## src/rtl/rs_syndrome_gen.sv

```systemverilog
// Reed-Solomon syndrome generator over GF(2^M).
// Symbols enter highest-degree first and are folded into TWO_T parallel
// Horner accumulators. After N symbols the syndromes are streamed out one
// per beat, along with a flag that is set when the word is error-free.
module rs_syndrome_gen #(
   parameter int M         = 4,
   parameter int N         = 15,
   parameter int TWO_T     = 4,
   parameter int PRIM_POLY = 19,
   parameter int FCR       = 1
) (
   input  logic                                   CLK,
   input  logic                                   RESET,
   input  logic                                   CLR,
   input  logic                                   IN_VALID,
   input  logic [M-1:0]                           IN_SYMBOL,
   output logic                                   IN_READY,
   output logic                                   OUT_VALID,
   input  logic                                   OUT_READY,
   output logic [M-1:0]                           OUT_SYNDROME,
   output logic [((TWO_T > 1) ? $clog2(TWO_T) : 1)-1:0] OUT_INDEX,
   output logic                                   OUT_LAST,
   output logic                                   ERR_FREE
);

   localparam int IDX_W = (TWO_T > 1) ? $clog2(TWO_T) : 1;
   localparam int CNT_W = $clog2(N);
   localparam logic [M:0] POLY = PRIM_POLY[M:0];

   // Reject a reduction polynomial without the x^M term, or too many syndromes.
   if (POLY[M] != 1'b1) begin : g_bad_poly
      $error("rs_syndrome_gen: PRIM_POLY must have bit M set");
   end
   if (TWO_T >= N) begin : g_bad_two_t
      $error("rs_syndrome_gen: TWO_T must be less than N");
   end

   // Multiply by x, reducing modulo the primitive polynomial.
   function automatic logic [M-1:0] gf_xtime(input logic [M-1:0] a);
      logic [M-1:0] r;
      r = a << 1;
      if (a[M-1]) r = r ^ POLY[M-1:0];
      return r;
   endfunction

   // General GF(2^M) product; with a constant operand this folds to XOR gates.
   function automatic logic [M-1:0] gf_mul(input logic [M-1:0] a, input logic [M-1:0] b);
      logic [M-1:0] p;
      logic [M-1:0] aa;
      p  = '0;
      aa = a;
      for (int i = 0; i < M; i++) begin
         if (b[i]) p = p ^ aa;
         aa = gf_xtime(aa);
      end
      return p;
   endfunction

   // alpha^e with alpha = x, evaluated at elaboration time for the root constants.
   function automatic logic [M-1:0] gf_pow(input int e);
      logic [M-1:0] r;
      r    = '0;
      r[0] = 1'b1;
      for (int i = 0; i < e; i++) r = gf_xtime(r);
      return r;
   endfunction

   typedef enum logic {ACCUM, DRAIN} state_t;

   state_t           state;
   logic [CNT_W-1:0] count;
   logic [M-1:0]     syn      [TWO_T];
   logic [M-1:0]     acc_next [TWO_T];
   logic             acc_nonzero;
   logic [IDX_W-1:0] idx_inc;

   // One Horner step per syndrome: the first symbol loads, later ones multiply-accumulate.
   for (genvar j = 0; j < TWO_T; j++) begin : g_root
      localparam logic [M-1:0] ROOT = gf_pow(FCR + j);
      assign acc_next[j] = (count == '0) ? IN_SYMBOL : (gf_mul(syn[j], ROOT) ^ IN_SYMBOL);
   end

   // Zero detect over the values the accumulators take on the final accept.
   always_comb begin
      acc_nonzero = 1'b0;
      for (int j = 0; j < TWO_T; j++) acc_nonzero = acc_nonzero | (|acc_next[j]);
   end

   assign idx_inc = OUT_INDEX + IDX_W'(1);

   // Frame control, accumulators and registered output beats.
   // NOTE: the accumulators are a small register array, not a RAM, so they are
   // reset explicitly; an abort must never leak a stale partial sum.
   always_ff @(posedge CLK or posedge RESET) begin
      if (RESET) begin
         state        <= ACCUM;
         count        <= '0;
         for (int j = 0; j < TWO_T; j++) syn[j] <= '0;
         IN_READY     <= 1'b1;
         OUT_VALID    <= 1'b0;
         OUT_SYNDROME <= '0;
         OUT_INDEX    <= '0;
         OUT_LAST     <= 1'b0;
         ERR_FREE     <= 1'b0;
      end else if (CLR) begin
         state        <= ACCUM;
         count        <= '0;
         for (int j = 0; j < TWO_T; j++) syn[j] <= '0;
         IN_READY     <= 1'b1;
         OUT_VALID    <= 1'b0;
         OUT_SYNDROME <= '0;
         OUT_INDEX    <= '0;
         OUT_LAST     <= 1'b0;
         ERR_FREE     <= 1'b0;
      end else begin
         case (state)
            ACCUM: begin
               if (IN_VALID) begin
                  for (int j = 0; j < TWO_T; j++) syn[j] <= acc_next[j];
                  if (count == CNT_W'(N - 1)) begin
                     state        <= DRAIN;
                     count        <= '0;
                     IN_READY     <= 1'b0;
                     OUT_VALID    <= 1'b1;
                     OUT_SYNDROME <= acc_next[0];
                     OUT_INDEX    <= '0;
                     OUT_LAST     <= (TWO_T == 1);
                     ERR_FREE     <= ~acc_nonzero;
                  end else begin
                     count <= count + CNT_W'(1);
                  end
               end
            end
            DRAIN: begin
               if (OUT_READY) begin
                  if (OUT_LAST) begin
                     state        <= ACCUM;
                     IN_READY     <= 1'b1;
                     OUT_VALID    <= 1'b0;
                     OUT_SYNDROME <= '0;
                     OUT_INDEX    <= '0;
                     OUT_LAST     <= 1'b0;
                     ERR_FREE     <= 1'b0;
                  end else begin
                     OUT_SYNDROME <= syn[idx_inc];
                     OUT_INDEX    <= idx_inc;
                     OUT_LAST     <= (idx_inc == IDX_W'(TWO_T - 1));
                  end
               end
            end
            default: state <= ACCUM;
         endcase
      end
   end

endmodule

```

## config.mk

```make
export PLATFORM = sky130hd
export DESIGN_NAME = rs_syndrome_gen
export DESIGN_NICKNAME = d
export VERILOG_FILES = /design/src/rtl/rs_syndrome_gen.sv
export SDC_FILE = /design/constraint.sdc
export NUM_CORES = 1
export LEC_CHECK = 0
export CAP_MARGIN = 40
export CORE_MARGIN = 10
export CORE_UTILIZATION = 40
export DETAILED_ROUTE_END_ITERATION = 8
export GPL_ROUTABILITY_DRIVEN = 1
export PLACE_DENSITY_LB_ADDON = 0.08
export SLEW_MARGIN = 0
export SYNTH_ARGS = -nofsm -noshare
export SYNTH_HDL_FRONTEND = slang
export SYNTH_SLANG_ARGS = --single-unit
```

## constraint.sdc

```tcl
create_clock -name CLK -period 5.7 [get_ports CLK]
set_input_delay 0.57 -clock CLK [delete_from_list [all_inputs] [get_ports CLK]]
set_output_delay 0.57 -clock CLK [all_outputs]
set_load 0.01 [all_outputs]
```

Word-level counts from Yosys, hierarchy flattened
Index checks and enable logic that the tools add are counted.

Register bits after elaboration: 31. Input bits: 9. Output and inout bits: 10. Logic and storage cells: 108.

$add $sub $neg: 2. Order comparisons: 1. Equality and inequality tests: 7. Mux-type cells: 59. Bitwise operators: 18. Reduce and logical (&&, ||, !) cells: 9.

Operators by type and width (count): $mux 4 (15); $mux 16 (3); $mux 2 (12); $mux 1 (21); $xor 4x4->4 (5); $reduce_or 4->1 (4); $not 2->2 (7); $ne 3x3->1 const B (4); $pmux 1 s2 (5); $bmux 4 s2 (1); $pmux 4 s2 (1); $add 4x1->4 const B (1); $eq 4x4->1 const B (1); $logic_not 4->1 (1); $pmux 2 s2 (1); $reduce_and 4->1 (1); $ge 3x3->1 const B (1); $not 2->3 (1); $or 1x1->1 (3); $reduce_and 3->1 (1); $add 2x1->2 const B (1); $eq 2x2->1 const B (1); $ne 2x2->1 const B (1); $not 1->1 (2); 2 further kinds (2).

Depth between registers and ports, before layout
Gate-level depths: netlist of run 1.

Word-level depth: 16. Mapped depth: 8. Mapped depth without buffers: 7.

Worst setup path after synthesis of run 1
No wires, ideal clock.

Path kind: reg2reg. Start: reg OUT_INDEX[0] (netlist bit). End: reg OUT_SYNDROME[2]. Library setup time: 125 ps. Arrival: 2021 ps. Data required time: 5575 ps. Path slack: 3554 ps. Stages on the path, launching flop included: 7. Buffers on the path: 1. Period minus slack after synthesis: 2146 ps. Path through: dfrtp_1 -> clkbuf_1 -> inv_1 -> ha_1 -> mux4_1 -> o2bb2ai_1 -> mux2_2.

Longest elaborated chain between the ends: 9.

Ends and longest elaborated chain: from (decl) (line 21) `output logic [((TWO_T > 1) ? $clog2(TWO_T) : 1)-1:0] OUT_INDEX,`; from (signal assigned) (line 146) `OUT_INDEX <= idx_inc;`; $add 2x1->2 (line 89) `assign idx_inc = OUT_INDEX + IDX_W'(1);`; $not 2->3 (implied by the code) (line 145) `OUT_SYNDROME <= syn[idx_inc];`; $bmux 4 s2 (line 145); $mux 4 (implied by the code) (2 in a row) (line 145); $mux 4 (line 136) `if (OUT_LAST) begin`; $mux 4 (line 135) `if (OUT_READY) begin`; $pmux 4 s2 (line 116) `case (state)`; $mux 4 (line 105) `end else if (CLR) begin`; to (signal assigned) (line 125) `OUT_SYNDROME <= acc_next[0];`; to (signal assigned) (line 145); to (decl) (line 20) `output logic [M-1:0] OUT_SYNDROME,`.

No other way between the ends. The select of a mux whose other input is x is not followed. A chain may end at the register's enable or synchronous reset.

Worst setup path after layout of run 1
Ends and elaborated chain as after synthesis.

==> results of run 1 <==
## worst max-delay path by stage
stage                       to  depth (start not counted)
6_report       OUT_SYNDROME[2]                          5
5_1_grt               ERR_FREE                          6
4_1_cts        OUT_SYNDROME[2]                          5
3_5_place_dp          ERR_FREE                          6
3_3_place_gp          ERR_FREE                          6
2_1_floorplan  OUT_SYNDROME[2]                          6
## Yosys cell counts (all sizes together)
| cell | number | area, sq um |
|---|---|---|
| inv | 9 | 33.8 |
| and2 | 1 | 6.26 |
| nor2 | 16 | 62.6 |
| nor3b | 1 | 18.8 |
| o22ai | 2 | 12.5 |
| a221oi | 2 | 17.5 |
| xor2 | 5 | 51.3 |
| or3 | 1 | 6.26 |
| a311o | 1 | 10.0 |
| nor3 | 10 | 50.1 |
| clkbuf | 9 | 47.6 |
| o211ai | 1 | 12.5 |
| mux4 | 4 | 93.8 |
| o21ai | 21 | 105 |
| nand2b | 3 | 18.8 |
| o32ai | 1 | 16.3 |
| xnor2 | 21 | 199 |
| or2 | 1 | 6.26 |
| ha | 4 | 50.1 |
| mux2 | 4 | 45.0 |
| buf | 7 | 65.1 |
| nand4 | 2 | 12.5 |
| nand4bb | 1 | 11.3 |
| or4 | 1 | 7.51 |
| a21oi | 13 | 65.1 |
| dfstp | 1 | 26.3 |
| nand3 | 3 | 15.0 |
| nand2 | 31 | 119 |
| and3 | 1 | 6.26 |
| mux2i | 1 | 10.0 |
| dfrtp | 30 | 751 |
| or3b | 1 | 8.76 |
| nand3b | 3 | 22.5 |
| clkinv | 1 | 3.75 |
| o2bb2ai | 4 | 35.0 |
| o41ai | 2 | 32.5 |
| a31o | 1 | 8.76 |
| a31oi | 1 | 6.26 |
| o31ai | 4 | 30.0 |
| a21o | 6 | 45.0 |
| a211oi | 1 | 7.51 |
## cell families (layout without fill, tap and decap cells)
group / Yosys count / after routing / share of synthesized area
AOI/OAI and AO/OA: 60 / 60 / 0.188
xor gates and xnor gates: 26 / 26 / 0.116
adders and majority gates: 4 / 4 / 0.0233
buffers and inverters: 26 / 40 / 0.0698
DFF: 31 / 31 / 0.361
muxes: 9 / 9 / 0.0692
and+or+nand+nor: 76 / 76 / 0.173
## state kept, by name (all words and copies together), names as in the netlist
| name | cells |
|---|---|
| count | 4 |
| ERR_FREE | 1 |
| state | 1 |
| syn | 16 |
| OUT_INDEX | 2 |
| OUT_LAST | 1 |
| IN_READY | 1 |
| OUT_VALID | 1 |
| OUT_SYNDROME | 4 |
## layout make-up
type	instances	area [sq um]
Clock buffer	7	86.3
Multi-Input combinational cell	175	1220
Clock inverter	1	5.00
Timing Repair Buffer	22	218
Inverter	10	37.5
Tap cell	70	87.6
Sequential cell	31	777
Fill cell	492	2740
## metrics by stage
stage               power, mW  hold slack (ns)
global placement        0.423            0.455
global route            0.643            0.484
floorplan               0.390            0.467
detailed placement      0.429            0.462
CTS                     0.612            0.472
finish                  0.604            0.463
## worst max-delay path: stages (launching register included)
cell and delay, ns:
sky130_fd_sc_hd__dfrtp_1 0.54, sky130_fd_sc_hd__inv_1 0.08, sky130_fd_sc_hd__ha_1 0.42, sky130_fd_sc_hd__mux4_1 0.59, sky130_fd_sc_hd__o2bb2ai_1 0.15, sky130_fd_sc_hd__mux2_2 0.26
## per-layer routing
layer / vias up / wire length, microns / track usage
met5: - / 0 / 0
met3: 4 / 183 / 0.0352
li1: 839 / - / -
met4: 0 / 43 / 0.0308
met2: 22 / 2230 / 0.190
met1: 836 / 2530 / 0.167
## power breakdown
group	internal, mW	total [mW]	switching, mW
clock network	0.0973	0.180	0.0831
logic	0.0762	0.162	0.0853
registers	0.236	0.262	0.0263
total	0.410	0.604	0.195
==> insert_results.sql, run 1 <==
INSERT INTO impl_metrics (metric_group, metric, value, unit) VALUES
('setup_path', 'r2r_end', 'OUT_SYNDROME[2]', ''),
('sta', 'grt_setup_unrepaired', 'no', ''),
('final_layout', 'layout.nets', '258', ''),
('grt', 'groute.usage.overall', '0.124', ''),
('clocking', 'cts_resized', '0', ''),
('setup_path', 'worstSetupEndpointType', 'register', ''),
('placed_design', 'gp_routability_congestion', '0.785', ''),
('synth', 'synth.lib_cells_used.distinct', '51', ''),
('synth', 'net_count_after_synthesis', '245', ''),
('clocking', 'post-cts-setup-buffer-count', '0', ''),
('clocking', 'cts_buf_count', '5', ''),
('placed_design', 'placed_area', '2340', 'sq um'),
('grt', 'grt_start_max_net_pins', '32', ''),
('clocking', 'clock_slew_at_reported_path_ffs', '0.06', 'ns'),
('grt', 'global_route.overflow_total', '0', ''),
('drt', 'detailedRoute.firstPassIterationCount', '4', ''),
('synth', 'yosys_warnings', '0', ''),
('setup_path', 'reg2reg_depth', '5', ''),
('outcome', 'status', 'completed', ''),
('setup_path', 'regToRegStartpoint', 'OUT_INDEX[0]', ''),
('sta', 'max_freq', '461', 'MHz'),
('sta', 'timing.setup.tns', '0', 'ns'),
('drt', 'routed-via-count', '1701', ''),
('setup_path', 'worstSetupStartpoint', 'OUT_INDEX[0]', ''),
('clocking', 'post_cts_hold_buffer_count', '0', ''),
('final_layout', 'areaGrowthSynthToFinish', '13.2', '%'),
('floorplan', 'floorplan.initialDensity', '0.416', ''),
('sta', 'drv_slew', '0', ''),
('sta', 'fin_crit', '2.17', 'ns'),
('sta', 'fin_worst_skew', '0.00538', 'ns'),
('synth', 'synth-seq-cells', '31', ''),
('final_layout', 'final_design_area_no_fill', '2440', 'sq um'),
('pwr', 'peakVddDrop', '0.0878', 'mV'),
('synth', 'syn-cell-area', '2150', 'sq um'),
('floorplan', 'core_area', '5170', 'sq um'),
('run', 'maxCapViolCount', '0', ''),
('setup_path', 'critPathMaxFanout', '8', ''),
('clocking', 'clkSinkCount', '31', ''),
('min_path', 'hold_end', 'IN_READY', ''),
('placed_design', 'hpwl', '3480', 'microns'),
('floorplan', 'die_ht', '93.4', 'microns'),
('final_layout', 'final_cell_count_without_fillers', '316', ''),
('setup_path', 'r2r_slack', '3.53', 'ns'),
('floorplan', 'fp.dieArea', '8710', 'sq um'),
('drt', 'totalWireLength', '4980', 'microns'),
('clocking', 'cts-root-buf', 'sky130_fd_sc_hd__clkbuf_8', ''),
('sta', 'timing_worst_slew_pin_value', '0.635', 'ns'),
('floorplan', 'die_width', '93.4', 'microns'),
('pwr', 'p_leak', '0.984', 'nW'),
('final_layout', 'final_core_utilization', '0.471', ''),
('grt', 'via_count_of_the_first_global_routing_pass', '1685', ''),
('setup_path', 'cp.arrival', '2.34', 'ns'),
('drt', 'drcViolationCount', '0', ''),
('sta', 'share_of_the_cycle_needed_by_the_critical_path_after_routing', '0.380', ''),
('sta', 'fin_hold_viols', '0', ''),
('sta', 'slew_headroom', '0.575', ''),
('synth', 'synth_area_per_cell', '9.28', 'sq um'),
('pwr', 'p_per_area', '248', 'nW/um^2'),
('min_path', 'hold_path_startpoint', 'IN_READY', ''),
('clocking', 'tritoncts', 'built', ''),
('clocking', 'clkLatencyLatePin', '0.28', 'ns'),
('placed_design', 'port-buffer-count', '18', ''),
('floorplan', 'row_count', '26', ''),
('setup_path', 'critical_path.startpoint_type', 'register', ''),
('drt', 'post_drt_wl_per_cell', '15.8', 'microns'),
('min_path', 'min-delay-path-class', 'register to register', ''),
('synth', 'synthesis.instances', '232', ''),
('drt', 'drt_iter0_drc', '59', ''),
('grt', 'antenna_found_initial', '0', ''),
('final_layout', 'antenna_cells_inserted', '0', ''),
('drt', 'route.detailed.vias_per_inst', '5.38', ''),
('floorplan', 'num_io_pins', '19', ''),
('setup_path', 'cp_data_required_time', '5.87', 'ns'),
('placed_design', 'post-place-ws', '3.29', 'ns'),
('clocking', 'htree_num_levels', '2', ''),
('grt', 'grt_first_pass_wirelength', '8750', 'microns'),
('drt', 'final_antenna_net_count', '0', ''),
('min_path', 'hold_depth', '2', ''),
('setup_path', 'criticalPathCategory', 'register to register', ''),
('synth', 'synth_sequential_area_ratio', '0.361', ''),
('sta', 'number_of_setup_violations_in_the_final_report', '0', ''),
('clocking', 'cts.path.max_buffers', '2', ''),
('sta', 'worst_slack', '3.53', 'ns'),
('final_layout', 'drive_gt1_frac', '0.126', ''),
('final_layout', 'final_cell_mix', 'sky130_fd_sc_hd__dfrtp_1, sky130_fd_sc_hd__nand2_1, sky130_fd_sc_hd__xnor2_1', ''),
('placed_design', 'placed_cells', '308', '');
Note: power is estimated with default switching activity, not from simulation.
==> inputs of run 2 (changes only) <==
==> constraint.sdc (replaced) <==
create_clock -name CLK -period 2.1 [get_ports CLK]
set_input_delay 0.21 -clock CLK [delete_from_list [all_inputs] [get_ports CLK]]
set_output_delay 0.21 -clock CLK [all_outputs]
set_load 0.01 [all_outputs]
==> insert_results.sql, run 2 (same netlist as run 1, synthesis figures left out) <==
INSERT INTO impl_metrics (metric_group, metric, value, unit) VALUES
('outcome', 'status', 'completed', ''),
('sta', 'fin_hold_viols', '0', ''),
('setup_path', 'critPathMaxFanout', '9', ''),
('floorplan', 'row_count', '26', ''),
('setup_path', 'cp_data_required_time', '2.28', 'ns'),
('sta', 'grt_setup_unrepaired', 'no', ''),
('run', 'maxCapViolCount', '0', ''),
('drt', 'totalWireLength', '5290', 'microns'),
('sta', 'drv_slew', '0', ''),
('final_layout', 'drive_gt1_frac', '0.187', ''),
('final_layout', 'areaGrowthSynthToFinish', '20.5', '%'),
('grt', 'antenna_found_initial', '0', ''),
('drt', 'final_antenna_net_count', '0', ''),
('floorplan', 'floorplan.initialDensity', '0.416', ''),
('floorplan', 'core_area', '5170', 'sq um'),
('sta', 'max_freq', '522', 'MHz'),
('pwr', 'totalPowerFinal', '1.82', 'mW'),
('setup_path', 'cp.arrival', '2.10', 'ns'),
('floorplan', 'fp.dieArea', '8710', 'sq um'),
('drt', 'route.detailed.vias_per_inst', '5.24', ''),
('drt', 'routed-via-count', '1741', ''),
('final_layout', 'largest_register_ffs', '16', ''),
('placed_design', 'gp_routability_congestion', '0.839', ''),
('final_layout', 'final_cell_mix', 'sky130_fd_sc_hd__dfrtp_1, sky130_fd_sc_hd__nand2_1, sky130_fd_sc_hd__buf_4', ''),
('sta', 'timing.setup.tns', '0', 'ns'),
('clocking', 'clkSinkCount', '31', ''),
('final_layout', 'layout_top_registers', 'syn x16, OUT_SYNDROME x4, count x4', ''),
('clocking', 'cts_buf_count', '5', ''),
('final_layout', 'fillCellCount', '492', ''),
('final_layout', 'layout.nets', '274', ''),
('clocking', 'cts-root-buf', 'sky130_fd_sc_hd__clkbuf_8', ''),
('floorplan', 'die_width', '93.4', 'microns'),
('setup_path', 'critical_path.startpoint_type', 'register', ''),
('drt', 'detailedRoute.firstPassIterationCount', '4', ''),
('setup_path', 'worstSetupEndpointType', 'register', ''),
('grt', 'groute.usage.overall', '0.126', ''),
('setup_path', 'critical_path.slowest_cell', 'sky130_fd_sc_hd__nor3b_4', ''),
('final_layout', 'antenna_cells_inserted', '0', ''),
('sta', 'timing_worst_slew_pin_value', '0.521', 'ns'),
('drt', 'drcViolationCount', '0', ''),
('clocking', 'htree_num_levels', '2', ''),
('clocking', 'post_cts_hold_buffer_count', '0', ''),
('placed_design', 'hpwl', '3740', 'microns'),
('min_path', 'min-delay-path-class', 'primary input to async pin', ''),
('grt', 'grt_first_pass_wirelength', '8810', 'microns'),
('sta', 'fin_worst_skew', '0.00645', 'ns'),
('floorplan', 'num_io_pins', '19', ''),
('drt', 'post_drt_wl_per_cell', '15.9', 'microns'),
('grt', 'via_count_of_the_first_global_routing_pass', '1684', ''),
('setup_path', 'critPathMaxStageDelay', '0.49', 'ns'),
('sta', 'slew_headroom', '0.653', ''),
('clocking', 'cts.path.max_buffers', '2', ''),
('grt', 'global_route.overflow_total', '0', ''),
('grt', 'grt_start_max_net_pins', '32', ''),
('sta', 'share_of_the_cycle_needed_by_the_critical_path_after_routing', '0.912', ''),
('setup_path', 'timing.critical_path.cells', 'inv_1 -> ha_1 -> nor3b_4 -> a21oi_1 -> o32ai_2 -> nand4_1 -> o41ai_2', ''),
('pwr', 'peakVddDrop', '0.244', 'mV'),
('final_layout', 'area_taken_by_multi_input_logic_gates', '1250', 'sq um'),
('clocking', 'tritoncts', 'built', ''),
('floorplan', 'die_ht', '93.4', 'microns'),
('pwr', 'p_leak', '1.08', 'nW'),
('placed_design', 'port-buffer-count', '18', ''),
('setup_path', 'criticalPathCategory', 'register to register', ''),
('sta', 'fin_crit', '1.91', 'ns'),
('clocking', 'clkLatencyLatePin', '0.29', 'ns'),
('sta', 'number_of_setup_violations_in_the_final_report', '0', ''),
('drt', 'drt_iter0_drc', '150', ''),
('final_layout', 'registers.top_by_ff_count', 'syn', ''),
('setup_path', 'reg2reg_depth', '7', ''),
('final_layout', 'area.sequential', '777', 'sq um'),
('clocking', 'clock_slew_at_reported_path_ffs', '0.07', 'ns'),
('pwr', 'p_per_area', '700', 'nW/um^2'),
('sta', 'hold-worst-slack', '0.307', 'ns');
run 2: worst max-delay path, delay by kind of cell, from the launching register on:
family / cells / cell delay (ns)
adders and majority gates: 1 / 0.20
AOI/OAI and AO/OA: 3 / 0.52
and+or+nand+nor: 2 / 0.63
DFF: 1 / 0.38
buffers and inverters: 1 / 0.08
run 2: stage by stage:
| step | utilization | setup WS, ns | cells | instance area [sq um] |
|---|---|---|---|---|
| 2_1_floorplan | - | 0.0581 | 232 | 2150 |
| 3_3_place_gp | 0.474 | 0.0913 | 323 | 2450 |
| 3_5_place_dp | 0.474 | 0.0436 | 323 | 2450 |
| 4_1_cts | 0.496 | 0.0202 | 331 | 2570 |
| 5_1_grt | 0.501 | 0.0181 | 332 | 2590 |
| 6_report | 0.501 | 0.185 | 332 | 2590 |
run 2: where the power goes:
part	switching (mW)	internal, mW	leakage (nW)
combinational	0.246	0.236	0.606
sequential	0.0674	0.641	0.413
clock	0.241	0.384	0.0612
total	0.554	1.26	1.08
run 2: area by class of cell:
type,count,share of cell area
multi-input combinational,176,0.482
sequential,31,0.300
timing repair buffer,37,0.124
tap,70,0.0338
clock buffer,6,0.0318
inverter,10,0.0145
clock inverter,2,0.0135
run 2: path summary, 6_finish.rpt:
path	endpoint	slack, ns	startpoint
min in group CLK	IN_READY	0.46	IN_READY
max in group asynchronous	IN_READY	1.46	RESET
worst max register to register	ERR_FREE	0.19	count[0]
worst min register to register	IN_READY	0.46	IN_READY
worst min-delay path	count[2]	0.31	RESET
worst max-delay path	ERR_FREE	0.19	count[0]
run 2: metal layers:
metal	wire, microns	vias up	share of wire	GRT usage
li1	-	874	-	-
met1	2530	827	0.48	0.164
met2	2400	31	0.45	0.194
met3	266	9	0.050	0.0344
met4	88	0	0.017	0.0488
met5	0	-	0	0
run 2: repair_timing:
action | in CTS | in global routing
resized for setup | 0 | 2
setup endpoints to repair | 0 | 7
buffers inserted | 0 | 0
